[src/rtl/ys_poly_small_seq_pkg.sv]
// Shared types and helpers for the ys_poly_small read/write sequencer.
package ys_poly_small_seq_pkg;

  localparam int unsigned N_COEF_DEF        = 677;
  localparam int unsigned COEF_PER_WORD_DEF = 4;
  localparam int unsigned ADDR_W_DEF        = 8;

  typedef enum logic [1:0] {
    StIdle  = 2'd0,
    StRead  = 2'd1,
    StDrain = 2'd2,
    StDone  = 2'd3
  } seq_state_e;

  function automatic int unsigned ceil_div(input int unsigned num, input int unsigned den);
    return (num + den - 1) / den;
  endfunction

endpackage

[src/rtl/ys_poly_small_seq_wrpipe.sv]
// One-stage delay aligning ram2 write address/enables and f_ctr with the ram1 read latency.
module ys_poly_small_seq_wrpipe #(
  parameter int unsigned ADDR_W = 8
) (
  input  logic              clk,
  input  logic              rst,
  input  logic [ADDR_W-1:0] addra_i,
  input  logic [ADDR_W-1:0] addrb_i,
  input  logic              valid_i,
  input  logic              b_ok_i,
  input  logic              first_i,
  output logic [ADDR_W-1:0] addra_o,
  output logic [ADDR_W-1:0] addrb_o,
  output logic              wea_o,
  output logic              web_o,
  output logic              f_ctr_o
);

  logic [ADDR_W-1:0] addra_d, addra_q;
  logic [ADDR_W-1:0] addrb_d, addrb_q;
  logic              wea_d, wea_q;
  logic              web_d, web_q;
  logic              first_d, first_q;

  always_comb begin
    addra_d = addra_i;
    addrb_d = addrb_i;
    wea_d   = valid_i;
    web_d   = valid_i & b_ok_i;
    first_d = valid_i & first_i;
  end

  always_ff @(posedge clk) begin
    if (rst) begin
      addra_q <= '0;
      addrb_q <= '0;
      wea_q   <= 1'b0;
      web_q   <= 1'b0;
      first_q <= 1'b0;
    end else begin
      addra_q <= addra_d;
      addrb_q <= addrb_d;
      wea_q   <= wea_d;
      web_q   <= web_d;
      first_q <= first_d;
    end
  end

  assign addra_o = addra_q;
  assign addrb_o = addrb_q;
  assign wea_o   = wea_q;
  assign web_o   = web_q;
  // exe3 negates-and-triples g[0] only when f_ctr is low on the first write beat.
  assign f_ctr_o = ~first_q;

endmodule

[src/rtl/ys_poly_small_seq.sv]
// Address/control sequencer streaming a polynomial from ram1 through an execute unit into ram2.
module ys_poly_small_seq
  import ys_poly_small_seq_pkg::*;
#(
  parameter int unsigned N_COEF        = N_COEF_DEF,
  parameter int unsigned COEF_PER_WORD = COEF_PER_WORD_DEF,
  parameter int unsigned ADDR_W        = ADDR_W_DEF
) (
  input  logic              clk,
  input  logic              rst,
  input  logic              start,
  input  logic [1:0]        mode,
  output logic              busy,
  output logic              done,
  output logic [1:0]        mode_q,
  output logic [ADDR_W-1:0] ram1_addra,
  output logic [ADDR_W-1:0] ram1_addrb,
  output logic              ram1_en,
  output logic              f_ctr,
  output logic [ADDR_W-1:0] ram2_addra,
  output logic [ADDR_W-1:0] ram2_addrb,
  output logic              ram2_wea,
  output logic              ram2_web
);

  localparam int unsigned NUM_WORDS = ceil_div(N_COEF, COEF_PER_WORD);
  localparam int unsigned NUM_BEATS = ceil_div(NUM_WORDS, 2);
  localparam logic [ADDR_W-1:0] LAST_BEAT = ADDR_W'(NUM_BEATS - 1);

  if (2 * NUM_BEATS > (1 << ADDR_W)) begin : g_addr_range_check
    $error("ys_poly_small_seq: 2*NUM_BEATS exceeds the ADDR_W address space");
  end
  if (NUM_BEATS == 0) begin : g_nonempty_check
    $error("ys_poly_small_seq: N_COEF must be non-zero");
  end

  seq_state_e        state_d, state_q;
  logic [ADDR_W-1:0] k_d, k_q;
  logic [1:0]        mode_d, mode_lat_q;

  logic              rd_valid;
  logic              rd_first;
  logic              rd_b_ok;
  logic [ADDR_W:0]   odd_word;
  logic [ADDR_W-1:0] rd_addra;
  logic [ADDR_W-1:0] rd_addrb;

  always_comb begin
    state_d  = state_q;
    k_d      = k_q;
    mode_d   = mode_lat_q;
    rd_valid = 1'b0;
    done     = 1'b0;
    unique case (state_q)
      StIdle: begin
        if (start) begin
          mode_d  = mode;
          k_d     = '0;
          state_d = StRead;
        end
      end
      StRead: begin
        // Back-to-back beats: the exe3 carry register assumes no bubbles.
        rd_valid = 1'b1;
        k_d      = k_q + 1'b1;
        if (k_q == LAST_BEAT) begin
          state_d = StDrain;
        end
      end
      StDrain: begin
        state_d = StDone;
      end
      StDone: begin
        done    = 1'b1;
        state_d = StIdle;
      end
      default: begin
        state_d = StIdle;
      end
    endcase
  end

  always_comb begin
    odd_word = {k_q, 1'b1};
    rd_first = (k_q == '0);
    // Odd word past the end of the polynomial is never written.
    rd_b_ok  = (32'(odd_word) < NUM_WORDS);
    rd_addra = rd_valid ? {k_q[ADDR_W-2:0], 1'b0} : '0;
    rd_addrb = rd_valid ? odd_word[ADDR_W-1:0] : '0;
  end

  always_ff @(posedge clk) begin
    if (rst) begin
      state_q    <= StIdle;
      k_q        <= '0;
      mode_lat_q <= 2'd0;
    end else begin
      state_q    <= state_d;
      k_q        <= k_d;
      mode_lat_q <= mode_d;
    end
  end

  ys_poly_small_seq_wrpipe #(
    .ADDR_W (ADDR_W)
  ) u_wrpipe (
    .clk     (clk),
    .rst     (rst),
    .addra_i (rd_addra),
    .addrb_i (rd_addrb),
    .valid_i (rd_valid),
    .b_ok_i  (rd_b_ok),
    .first_i (rd_first),
    .addra_o (ram2_addra),
    .addrb_o (ram2_addrb),
    .wea_o   (ram2_wea),
    .web_o   (ram2_web),
    .f_ctr_o (f_ctr)
  );

  assign busy       = (state_q != StIdle);
  assign mode_q     = mode_lat_q;
  assign ram1_addra = rd_addra;
  assign ram1_addrb = rd_addrb;
  assign ram1_en    = rd_valid;

endmodule

[config.mk]
export PLATFORM = sky130hd
export DESIGN_NAME = ys_poly_small_seq
export DESIGN_NICKNAME = d
export VERILOG_FILES = /design/src/rtl/ys_poly_small_seq_pkg.sv /design/src/rtl/ys_poly_small_seq_wrpipe.sv /design/src/rtl/ys_poly_small_seq.sv
export SDC_FILE = /design/constraint.sdc
export NUM_CORES = 1
export LEC_CHECK = 0
export BUFFER_PORTS_ARGS = -buffer_cell sky130_fd_sc_hd__buf_2
export CORE_MARGIN = 3
export CORE_UTILIZATION = 48
export CTS_CLUSTER_SIZE = 25
export DETAILED_ROUTE_END_ITERATION = 6
export PLACE_DENSITY = 0.82
export SLEW_MARGIN = 20
export SYNTH_ARGS = -nofsm -noshare
export SYNTH_HDL_FRONTEND = slang
export SYNTH_SLANG_ARGS = --single-unit
[constraint.sdc]
create_clock -name clk -period 2 [get_ports clk]
set_input_delay 0.4 -clock clk [delete_from_list [all_inputs] [get_ports clk]]
set_output_delay 0.4 -clock clk [all_outputs]
set_load 0.03 [all_outputs]
==> out/qor.csv <==
metric;value;unit
cts_tree;built;
path_cells;inv_1 > ha_1 > inv_1 > buf_2;
ff2ff_path_depth;5;
clk_pin_slew;110;ps
die_w;55.6;um
pwr-share-seq;0.397;
crit_arrival;1440;ps
worst_setup_path_start_kind;flop;
ys_types;32;
cts_root_buf;clkbuf_4;
syn2layout_area_growth;9.00;%
power-per-cell-area;1040;nW/um2
core_area;2280;um2
fp-row-count;17;
drc;0;
syn_area;1180;um2
synth-compound-area-share;0.0836;
grt_max_degree;17;
die_area;3090;um2
wl_met1;842;um
hold_violations;0;
wl_met3;202;um
switching_power;0.575;mW
diodes;0;
netlist_top_cells_area;dfxtp_1, buf_4, ha_1;
rsz0062_at_grt;no;
via_count;892;
maxCapViolCount;0;
yosys.cell_count.top_type;dfxtp_1;
avgSynthCellArea;8.96;um2
ant_nets;0;
grt_pass1_vias;754;
holdPathEnd;mode_q[1]$_SDFFE_PP0P_;
cp.required;1600;ps
yosys.area_share.simple;0.242;
slowest_delay;450;ps
combPwrFrac;0.456;
synthArstFlopShare;0;
io_pins;45;
finalCritPeriodShare;0.921;
wl;2100;um
yosysSeqAreaShare;0.372;
clockBufferDepth;2;
hp-class;in -> reg;
crit_fanout;7;
leakage;0.626;nW
synth_top_area_cell;dfxtp_1;
crit_type;reg -> out;
post-route-min-period;1840;ps
htreeDepth;1;
fin_skew;1.56;ps
topRoutingLayerUsed;met4;
post-place-ws;350;ps
cpMostUsedCell;inv_1;
synth_edf_count;0;
status;complete, no violations;
wl_per_cell;11.5;um
drive_gt1_frac;0.318;
ir_drop;0.630;mV
worstSetupEndpointType;primary output;
synth_mux_area_frac;0.0190;
hpwl;1580;um
synthXorXnorAreaFrac;0.0296;
grt_pass1_wl;3360;um
fp.dieH;55.6;um
grt_overflow;0;
nets;168;
slew_viol_final;0;
cts.sink_count;22;
tns;0;ps
synth_common_cells;dfxtp_1, buf_4, and2_1, a21oi_1, inv_1;
switching_share;0.430;
p_clk_frac;0.146;
netlist_instances;132;
synth_fa_ha_area_frac;0.0741;
firstDrtPassIters;4;
grt_usage;0.133;
cts_inserted_buffers;3;
synth_top_family_by_area;simple AND/OR/NAND/NOR gates;
initial_core_util;0.520;
hold_depth;3;
vias_per_cell;4.90;
drt_iter0_markers;10;
fin_ws;158;ps
p_int;0.760;mW
synthFlopType;dfxtp_1;
finalSetupViolations;0;
antenna_found_initial;0;
crit_path_top_delay_cell;dfxtp_1;
gp_congestion;0.764;
io_buffer_count;42;
regToRegSetupSlack;250;ps
synth_top_area_frac;0.372;
rr_startpoint;state_q[0]$_SDFFE_PP0P_;
holdBufCountCts;0;
synth_warnings;0;
holdCritStartpoint;mode[1];
clkLatencyLatePin;300;ps
crit-reg2reg-capture;k_q[3]$_SDFFE_PP0P_;
synth_seq_cells;22;
max_freq;543;MHz
met2WireLength;1040;um
==> layout make-up <==
cell class / count / area (um2)
clock buffer: 3 / 22.5
fill: 213 / 987
inverter: 8 / 30.0
multi-input combinational: 79 / 551
sequential: 22 / 440
tap: 28 / 35.0
timing repair buffer: 42 / 210
==> power by group through the flow <==
stage                     clock network, mW  registers (mW)  logic [mW]
final                                 0.195           0.530       0.609
after global routing                  0.226           0.536       0.666
after CTS                             0.202           0.527       0.594
after detailed placement                  0           0.538       0.590
after global placement                    0           0.532       0.576
after floorplan                           0           0.572       0.476
==> cell families after synthesis <==
family / after synthesis
flip-flops: 22
AND/OR/NAND/NOR: 49
XOR/XNOR: 4
adder cells (fa/ha/maj): 7
other: 1
buffers and inverters: 32
multiplexers: 1
AO/OA/AOI/OAI: 16
==> state kept, by name, indices dropped and copies added, names as in the netlist <==
register / flops
mode_q: 2
u_wrpipe.addra_o: 1
u_wrpipe.first_q: 1
u_wrpipe.web_o: 1
k_q: 8
u_wrpipe.addrb_o: 7
state_q: 2
==> cell usage in the layout, fill, tap and decap left out, drive strengths merged, types with 2 or more instances in the layout <==
master | netlist | routed
ha | 7 | 7
xnor2 | 4 | 4
o21ai | 2 | 2
dfxtp | 22 | 22
nor2 | 6 | 6
nand3 | 6 | 6
and2 | 13 | 13
nor2b | 4 | 4
nor3 | 3 | 3
nand2 | 7 | 7
nor4 | 2 | 2
inv | 8 | 8
buf | 21 | 42
nand2b | 3 | 3
a21oi | 8 | 8
conb | 1 | 2
clkbuf | 3 | 3
==> per-stage QoR <==
step                      total power, mW  area (um2)  utilization  cells  hold slack (ps)
after floorplan                      1.05        1190            -    133              477
after global placement               1.11        1260        0.552    179              448
after detailed placement             1.13        1260        0.552    179              447
after CTS                            1.32        1280        0.562    182              332
after global routing                 1.43        1290        0.566    182              330
final                                1.33        1290        0.566    182              337
==> worst max-delay path: cells and delay by family, from the launching register on <==
family	cells	cell delay, ps
flops	1	450
buf+inv	3	370
fa+ha+maj	1	320
==> metal layers <==
metal	vias up	track usage
met5	-	0
met4	0	0.0417
met3	2	0.0394
met2	42	0.226
met1	395	0.159
li1	453	-
==> what timing repair did <==
item	CTS	global route
setup buffers	0	0
resized for setup	0	1
setup endpoints to repair	0	14
==> worst max-delay path by stage <==
stage | slack, ps | to | depth (start not counted) | from
floorplan | 50 | ram1_addrb[1] | 5 | state_q[1]$_SDFFE_PP0P_
global placement | 410 | u_wrpipe.first_q$_SDFF_PP0_ | 5 | state_q[1]$_SDFFE_PP0P_
detailed placement | 350 | k_q[7]$_SDFFE_PP0P_ | 6 | state_q[0]$_SDFFE_PP0P_
CTS | 70 | ram1_addrb[5] | 4 | state_q[1]$_SDFFE_PP0P_
global route | 60 | busy | 4 | state_q[0]$_SDFFE_PP0P_
finish | 160 | busy | 4 | state_q[0]$_SDFFE_PP0P_
Power figures use the tool's default switching activity.
